===== config.mk =====
export PLATFORM = sky130hd
export DESIGN_NAME = inst_fetch
export DESIGN_NICKNAME = d
export VERILOG_FILES = /design/src/rtl/inst_fetch.sv
export SDC_FILE = /design/constraint.sdc
export NUM_CORES = 1
export LEC_CHECK = 0
export ABC_AREA = 1
export CORE_AREA = 3 3 123 125
export CTS_BUF_LIST = sky130_fd_sc_hd__clkbuf_4
export CTS_CLUSTER_DIAMETER = 100
export DETAILED_ROUTE_END_ITERATION = 6
export DIE_AREA = 0 0 126 128
export PLACE_DENSITY = 0.91
export SLEW_MARGIN = 10
export SYNTH_ARGS = -nofsm -noshare
export SYNTH_HDL_FRONTEND = slang
export SYNTH_SLANG_ARGS = --single-unit
export TNS_END_PERCENT = 50

===== constraint.sdc =====
create_clock -name clk -period 3.1 [get_ports clk]
set_input_delay 0.62 -clock clk [delete_from_list [all_inputs] [get_ports clk]]
set_output_delay 0.62 -clock clk [all_outputs]
set_load 0.02 [all_outputs]

===== src/rtl/inst_fetch.sv =====
// Instruction-fetch stage: owns the PC, drives the combinational instruction ROM and
// registers the fetched word (with its PC and fault flag) into the IF/ID outputs.
module inst_fetch #(
    parameter logic [31:0] RESET_PC = 32'h0000_0000
) (
    input  logic        clk,
    input  logic        rst,
    input  logic        stall_i,
    input  logic        branch_flag_i,
    input  logic [31:0] branch_target_i,
    input  logic        flush_i,
    input  logic [31:0] new_pc_i,
    output logic        rom_ce_o,
    output logic [31:0] rom_addr_o,
    input  logic [31:0] rom_inst_i,
    output logic [31:0] if_pc_o,
    output logic [31:0] if_inst_o,
    output logic        if_valid_o,
    output logic        if_adel_o,
    output logic [31:0] fetch_cnt_o
);

    typedef enum logic [1:0] {
        IDLE  = 2'd0,
        FETCH = 2'd1,
        FAULT = 2'd2
    } state_e;

    state_e      state_q;
    logic [31:0] pc_q;
    logic        rom_ce_q;
    logic [31:0] if_pc_q;
    logic [31:0] if_inst_q;
    logic        if_valid_q;
    logic        if_adel_q;
    logic [31:0] fetch_cnt_q;

    logic [31:0] pc_seq_d;
    logic        misaligned;

    // Sequential successor; the instruction fetched this cycle is the branch delay slot.
    assign pc_seq_d   = branch_flag_i ? branch_target_i : pc_q + 32'd4;
    assign misaligned = |pc_q[1:0];

    always_ff @(posedge clk or negedge rst) begin
        if (!rst) begin
            state_q     <= IDLE;
            pc_q        <= RESET_PC;
            rom_ce_q    <= 1'b0;
            if_pc_q     <= '0;
            if_inst_q   <= '0;
            if_valid_q  <= 1'b0;
            if_adel_q   <= 1'b0;
            fetch_cnt_q <= '0;
        end else begin
            case (state_q)
                IDLE: begin
                    state_q  <= FETCH;
                    rom_ce_q <= 1'b1;
                end

                FETCH: begin
                    if (flush_i) begin
                        pc_q       <= new_pc_i;
                        if_inst_q  <= '0;
                        if_valid_q <= 1'b0;
                        if_adel_q  <= 1'b0;
                    end else if (stall_i) begin
                        pc_q <= pc_q;
                    end else if (misaligned) begin
                        // Fault word is delivered once; ROM is disabled until a flush.
                        state_q    <= FAULT;
                        rom_ce_q   <= 1'b0;
                        if_pc_q    <= pc_q;
                        if_inst_q  <= '0;
                        if_valid_q <= 1'b1;
                        if_adel_q  <= 1'b1;
                    end else begin
                        pc_q        <= pc_seq_d;
                        if_pc_q     <= pc_q;
                        if_inst_q   <= rom_inst_i;
                        if_valid_q  <= 1'b1;
                        if_adel_q   <= 1'b0;
                        fetch_cnt_q <= fetch_cnt_q + 32'd1;
                    end
                end

                FAULT: begin
                    if_inst_q  <= '0;
                    if_valid_q <= 1'b0;
                    if_adel_q  <= 1'b0;
                    if (flush_i) begin
                        state_q  <= FETCH;
                        rom_ce_q <= 1'b1;
                        pc_q     <= new_pc_i;
                    end
                end

                default: begin
                    state_q  <= IDLE;
                    rom_ce_q <= 1'b0;
                end
            endcase
        end
    end

    assign rom_ce_o    = rom_ce_q;
    assign rom_addr_o  = pc_q;
    assign if_pc_o     = if_pc_q;
    assign if_inst_o   = if_inst_q;
    assign if_valid_o  = if_valid_q;
    assign if_adel_o   = if_adel_q;
    assign fetch_cnt_o = fetch_cnt_q;

endmodule


==> metrics, run 1 <==
status=complete, no violations; slowest cell delay on critical path=just under 0.7 ns; initial antenna violation count=2; post-synth cell types=34; Final Instance Area=about 10,000 um^2; hold buffers post-CTS=0; Layout Skew=approximately 0.015 ns; Clk Latency, worst-skew pair=0.56 ns; final number of setup-violating endpoints=0; setup repair after global routing missed its margin=false; critical path class=reg -> out; Worst Max-Slew Pin Slew=approximately 0.65 ns; die outline height=128 um; Critical-path top delay cell=sky130_fd_sc_hd__clkdlybuf4s50_1; Pins Over Slew Limit=0; most common cell after layout, fill and taps aside=sky130_fd_sc_hd__nand2_1; number of H-tree levels=4; data arrival time at the worst-slack endpoint=approximately 1.7 ns; Setup Buffers After CTS=0; commonest non-fill, non-tap cells in the layout=275 x sky130_fd_sc_hd__nand2_1, 230 x sky130_fd_sc_hd__clkdlybuf4s50_1, 152 x sky130_fd_sc_hd__nor2_1, 132 x sky130_fd_sc_hd__dfrtp_1, 87 x sky130_fd_sc_hd__inv_1; pwr dens=about 910 nW/um^2; Post-Route WL=between 20,000 and 25,000 um; crit-path max FO=7; Static Leakage=~4.5 nW; number of synthesized register bits=about 130; number of vias per cell=around 5.4; Yosys warning total=0; clock tree buffer depth=2; portion of the post-synthesis area used by sequential elements=~45%; last weighted congestion value of the routability-driven placer=between 1 and 1.5; post_cts resized=0; class of the most critical hold timing path=in -> async; layout cell share with drive strength beyond 1=a little over 6%; sum of buffers and inverters on the critical path=1; kind of cell adding the most delay to the critical path=buffers and inverters; sequence of cells on the critical path=clkdlybuf4s50_1; Crit. End Element=output pin; Worst Setup Start Kind=register; area of the die=between 15,000 and 20,000 um^2; maximum number of pins on one net before global-route repair=69; synthesized netlist net count=about 1,100; Routed Antenna Nets=0; area of placed instances=9750 um^2; root buffer cell=sky130_fd_sc_hd__clkbuf_4; Final Hold Violating Endpoints=0; layout-stage area growth over the synthesis result=38.9%; Setup TNS Final=0 ns; Post-Syn Area=slightly above 7000 um^2; starting density of the core=52.0%; VDD IR-drop max=0.591 mV; first-pass GRT wire length=37,100 um; worst slew margin relative to its limit=between 50 and 60%; fmax=424 MHz; half-perimeter wire length of the detailed placement result=about 18,000 um; Final period util=76.1%; post-DR wirelength/cell=approximately 16 um; global-route total usage across every layer=28.7%; clock tree from TritonCTS=built; vias after detailed routing=a little under 8,000; Final Core Density=roughly 72%; number of top-level pins=232; Horiz. Die Dim=126 um; post-detailed-route DRC marker count=0; nets=approximately 1,300; Std-Cell Rows=between 40 and 50; Crit path required time=2.48 ns; CORE AREA=14,000 um^2; total congestion overflow after global routing=0; post-synthesis cell count=roughly 990; min Tclk post-route=~2.4 ns; quantity of I/O buffers inserted on ports=roughly 230; # Max-Cap Violations=0; via count of the first global-routing pass=around 7,400; Avg Cell Area, Syn=~7.3 um^2; Detailed Route Iter0 Violations=554; first drt pass iteration count=5; number of clock buffers inserted by TritonCTS=17; clock sink count=~130; Post-Route Hold Slack=0.0361 ns; clock slew seen by the registers of the worst setup and hold paths=about 0.12 ns
==> worst paths after layout <==
check,from,endpoint,slack [ns],cells after the start
setup / recovery,rom_addr_o[26]$_DFFE_PN0P_,rom_addr_o[26],0.74,1
hold / removal,rst,fetch_cnt_o[16]$_DFFE_PN0P_,0.04,1
setup reg to reg,state_q[1]$_DFFE_PN0P_,rom_addr_o[13]$_DFFE_PN0P_,0.78,10
hold reg to reg,if_pc_o[22]$_DFFE_PN0P_,if_pc_o[22]$_DFFE_PN0P_,0.50,2
max in group asynchronous,rst,if_inst_o[28]$_DFFE_PN0P_,2.25,2
min in group clk,if_pc_o[22]$_DFFE_PN0P_,if_pc_o[22]$_DFFE_PN0P_,0.50,2
==> state kept, by name, summed over array words and instances (netlist names) <==
register and count:
fetch_cnt_o 32, if_adel_o 1, if_inst_o 32, if_pc_o 32, if_valid_o 1, rom_addr_o 32
state_q 2
==> area by class of cell <==
| type | instances | area [um^2] |
|---|---|---|
| Clock inverter | 10 | 180 |
| Inverter | 93 | 349 |
| Sequential cell | 132 | 3300 |
| Timing Repair Buffer | 245 | 2420 |
| Antenna cell | 2 | 5.00 |
| Fill cell | 1100 | 3890 |
| Clock buffer | 22 | 165 |
| Multi-Input combinational cell | 732 | 3450 |
| Tap cell | 180 | 225 |
==> cell usage after synthesis <==
library cell	number	area, um^2
sky130_fd_sc_hd__nand2_1	275	1030
sky130_fd_sc_hd__nor2_1	152	571
sky130_fd_sc_hd__dfrtp_1	132	3300
sky130_fd_sc_hd__inv_1	87	327
sky130_fd_sc_hd__nand3_1	72	360
sky130_fd_sc_hd__o21ai_0	72	360
sky130_fd_sc_hd__a21oi_1	56	280
sky130_fd_sc_hd__xor2_1	19	166
sky130_fd_sc_hd__nor3_1	18	90.1
sky130_fd_sc_hd__clkbuf_1	13	48.8
sky130_fd_sc_hd__buf_2	12	60.1
sky130_fd_sc_hd__xnor2_1	10	87.6
sky130_fd_sc_hd__nand4_1	8	50.1
sky130_fd_sc_hd__nor2_2	8	50.1
sky130_fd_sc_hd__o21ai_1	7	35.0
sky130_fd_sc_hd__ha_1	6	75.1
sky130_fd_sc_hd__inv_2	6	22.5
sky130_fd_sc_hd__buf_4	5	37.5
sky130_fd_sc_hd__o211ai_1	4	30.0
sky130_fd_sc_hd__a22oi_1	3	22.5
sky130_fd_sc_hd__buf_1	3	11.3
sky130_fd_sc_hd__nor2_4	3	33.8
sky130_fd_sc_hd__o22ai_1	3	18.8
sky130_fd_sc_hd__a31oi_1	2	12.5
sky130_fd_sc_hd__buf_6	2	22.5
sky130_fd_sc_hd__mux2_2	2	22.5
sky130_fd_sc_hd__nand2_2	2	12.5
sky130_fd_sc_hd__nand2_4	2	22.5
sky130_fd_sc_hd__nand3b_1	2	15.0
sky130_fd_sc_hd__nor3_4	2	32.5
sky130_fd_sc_hd__nand3_4	1	17.5
sky130_fd_sc_hd__nor3_2	1	10.0
sky130_fd_sc_hd__nor4_4	1	21.3
sky130_fd_sc_hd__o21ai_2	1	8.76
==> layer usage <==
layer  share of wire (%)  track usage, %  vias to the layer above
met3                 9.5            6.50                       60
met2                  46            45.7                      414
met4                 3.6            13.8                        0
met5                   0               0                        -
met1                  41            37.3                     3612
li1                    -               -                     3627
==> per-stage QoR <==
step,std cells,worst slack [ns],total power [W]
2_1_floorplan,992,1.35,0.00570
3_3_place_gp,1382,0.633,0.00766
3_5_place_dp,1382,0.568,0.00781
4_1_cts,1414,0.712,0.00922
5_1_grt,1416,0.663,0.00984
6_report,1416,0.740,0.00922
==> logic make-up (layout without fill, tap and decap cells) <==
| group | count (synthesis) | in the layout | share of synthesized area, % |
|---|---|---|---|
| xor+xnor | 29 | 29 | 3.49 |
| buf+inv | 128 | 370 | 7.28 |
| fa+ha+maj | 6 | 6 | 1.03 |
| mux | 2 | 2 | 0.310 |
| simple gates | 547 | 547 | 31.9 |
| flops | 132 | 132 | 45.4 |
| other cells | 0 | 2 | 0 |
| compound gates | 148 | 148 | 10.6 |
==> power breakdown <==
group | switching, W | internal [W] | total (W)
combinational | 0.00285 | 0.00195 | 0.00480
sequential | 0.000654 | 0.00237 | 0.00302
clock | 0.000638 | 0.000762 | 0.00140
Power figures use the tool's default switching activity.
==> inputs of run 2 (changes only) <==
--- a/config.mk
+++ b/config.mk
@@ -6,12 +6,12 @@
 export NUM_CORES = 1
 export LEC_CHECK = 0
 export ABC_AREA = 1
-export CORE_AREA = 3 3 123 125
+export CORE_AREA = 3 3 133 135
 export CTS_BUF_LIST = sky130_fd_sc_hd__clkbuf_4
 export CTS_CLUSTER_DIAMETER = 100
 export DETAILED_ROUTE_END_ITERATION = 6
-export DIE_AREA = 0 0 126 128
-export PLACE_DENSITY = 0.91
+export DIE_AREA = 0 0 136 138
+export PLACE_DENSITY = 0.83
 export SLEW_MARGIN = 10
 export SYNTH_ARGS = -nofsm -noshare
 export SYNTH_HDL_FRONTEND = slang
==> constraint.sdc (replaced) <==
create_clock -name clk -period 1.9 [get_ports clk]
set_input_delay 0.38 -clock clk [delete_from_list [all_inputs] [get_ports clk]]
set_output_delay 0.38 -clock clk [all_outputs]
set_load 0.02 [all_outputs]
==> run 2 against run 1 <==
Net effect: setup slack worse by 0.65 ns; power rose by 56%; highest routed layer is now met5; critical path depth unchanged; largest cell class unchanged; via count is 1.5% lower; design area rose by 1.3%; clock skew grew 0.0067 ns; sequential cell count is the same; critical endpoint is now fetch_cnt_o[0]; critical path type unchanged; worst hold slack improved by 0.35 ns; sequential share of layout area down 0.38 points.
==> metrics, run 2 (same netlist as run 1, synthesis figures left out) <==
Post-Route WL=24,100 um (+4.6%); kind of cell adding the most delay to the critical path=flip-flops; layout cell share with drive strength beyond 1=9.01% (+2.9 points); Crit path required time=1.52 ns (-0.96 ns); Post-Layout Cell Count=1,486 (+4.9%); post-DR wirelength/cell=16.2 um (-0.32%); area of placed instances=10,100 um^2 (+3.2%); via count of the first global-routing pass=7,468 (+0.38%); number of vias per cell=5.11 (-6.2%); most common cell after layout, fill and taps aside=sky130_fd_sc_hd__nand2_1; setup repair after global routing missed its margin=false; nets=1,359 (+2.3%); initial antenna violation count=2 (unchanged); post-detailed-route DRC marker count=0 (unchanged); clock tree from TritonCTS=built; starting density of the core=43.8% (-8.1 points); half-perimeter wire length of the detailed placement result=18,800 um (+7.1%); number of clock buffers inserted by TritonCTS=17 (unchanged); Final period util=between 90% and 100%; Std-Cell Rows=47 (+9.3%); layout-stage area growth over the synthesis result=40.6%; Detailed Route Iter0 Violations=539 (-2.7%); commonest non-fill, non-tap cells in the layout=275 x sky130_fd_sc_hd__nand2_1, 151 x sky130_fd_sc_hd__nor2_1, 131 x sky130_fd_sc_hd__dlygate4sd2_1, 129 x sky130_fd_sc_hd__dfrtp_1, 99 x sky130_fd_sc_hd__clkdlybuf4s50_1; area of the die=18,800 um^2 (+16%); Pins Over Slew Limit=0 (unchanged); Final Hold Violating Endpoints=0 (unchanged); Routed Antenna Nets=0 (unchanged); status=complete, no violations; clock slew seen by the registers of the worst setup and hold paths=0.12 ns (about the same); maximum number of pins on one net before global-route repair=96 (+39%); global-route total usage across every layer=25.9% (-2.8 points); # Max-Cap Violations=0 (unchanged); clock tree buffer depth=2 (unchanged); pwr dens=1400 nW/um^2 (+54%); Worst Setup Start Kind=register; final number of setup-violating endpoints=0 (unchanged); worst slew margin relative to its limit=63.4% (+6.6 points); slowest cell delay on critical path=0.50 ns (-0.18 ns); VDD IR-drop max=0.794 mV (+35%); Worst Max-Slew Pin Slew=0.549 ns (-0.0985 ns); critical path class=reg -> out; root buffer cell=sky130_fd_sc_hd__clkbuf_4; data arrival time at the worst-slack endpoint=1.43 ns (-0.31 ns); crit-path max FO=7 (unchanged); vias after detailed routing=7,596 (-1.5%); Crit. End Element=output pin; Reg2Reg Setup Slack=0.15 ns (-0.63 ns); class of the most critical hold timing path=in -> reg; total congestion overflow after global routing=0 (unchanged); last weighted congestion value of the routability-driven placer=0.953 (-6.5%); first-pass GRT wire length=38,500 um (+3.9%); CORE AREA=16,600 um^2 (+19%); min Tclk post-route=between 1.5 and 2 ns; number of H-tree levels=4 (unchanged); clock sink count=132 (unchanged); number of top-level pins=232 (unchanged); Placed Cells=1,450 (+4.9%); number of filler cells placed in the layout=1,517 (+38%); Static Leakage=4.98 nW (+11%); fmax=between 500 and 600 MHz; sequence of cells on the critical path=dlygate4sd2_1; Post-Route Hold Slack=0.385 ns (+0.349 ns); Final Instance Area=10,200 um^2 (+1.3%); Clk Latency, worst-skew pair=0.55 ns (about the same); die outline height=138 um (+7.8%); Horiz. Die Dim=136 um (+7.9%); sum of buffers and inverters on the critical path=1 (unchanged); Critical-path top delay cell=sky130_fd_sc_hd__dfrtp_1; quantity of I/O buffers inserted on ports=231 (unchanged); first drt pass iteration count=6 (+1); Layout Skew=0.0215 ns (+0.00667 ns)
[run 2: layer usage]
layer	vias to the layer above	track usage [%]	part of all wire, %
met5	-	0	0.079
met4	2	9.76	3.0
met3	46	6.14	8.8
met2	379	43.1	48
met1	3465	32.7	40
li1	3704	-	-
[run 2: power by group]
part,leakage [nW],internal (W),switching (W)
Sequential,1.65,0.00387,0.00105
Combinational,3.18,0.00282,0.00472
Clock,0.153,0.000844,0.00106
Total,4.98,0.00753,0.00683
[run 2: final cells by class]
cell class                 instances  area (um^2)  share of cell area [%]
sequential                       132         3310                    32.3
tap                              220          275                    2.69
clock inverter                    10          109                    1.06
antenna                            1         2.50                  0.0245
inverter                          93          352                    3.44
clock buffer                      22          165                    1.62
multi-input combinational        732         3460                    33.9
timing repair buffer             276         2550                    25.0
[run 2: final timing paths]
check                                            from                          end  cells past startpoint
hold / removal                         rom_inst_i[19]    if_inst_o[19]$_DFFE_PN0P_                      3
max in group asynchronous                         rst   rom_addr_o[11]$_DFFE_PN0P_                      3
min in group asynchronous                         rst   fetch_cnt_o[9]$_DFFE_PN0P_                      3
setup reg to reg           fetch_cnt_o[0]$_DFFE_PN0P_  fetch_cnt_o[20]$_DFFE_PN0P_                      8
hold reg to reg               if_pc_o[10]$_DFFE_PN0P_      if_pc_o[10]$_DFFE_PN0P_                      2
setup / recovery           fetch_cnt_o[0]$_DFFE_PN0P_               fetch_cnt_o[0]                      1
[run 2: through the flow]
stage	power [W]	TNS (ns)	setup WS, ns	util (%)
5_1_grt	0.0154	0	0.00477	61.7
3_3_place_gp	0.0130	-3.70	-0.121	60.7
4_1_cts	0.0144	0	0.0375	61.4
2_1_floorplan	0.00931	0	0.154	-
3_5_place_dp	0.0132	-4.33	-0.175	60.7
6_report	0.0144	0	0.0938	61.7
[run 2: timing repair]
item                                    4_1_cts  5_1_grt
gates resized for setup                     134        7
gates cloned                                  0        0
setup buffers                                 0        2
endpoints found under the hold margin       132        0
hold buffers                                  1        0
endpoints found under the setup margin      132       32
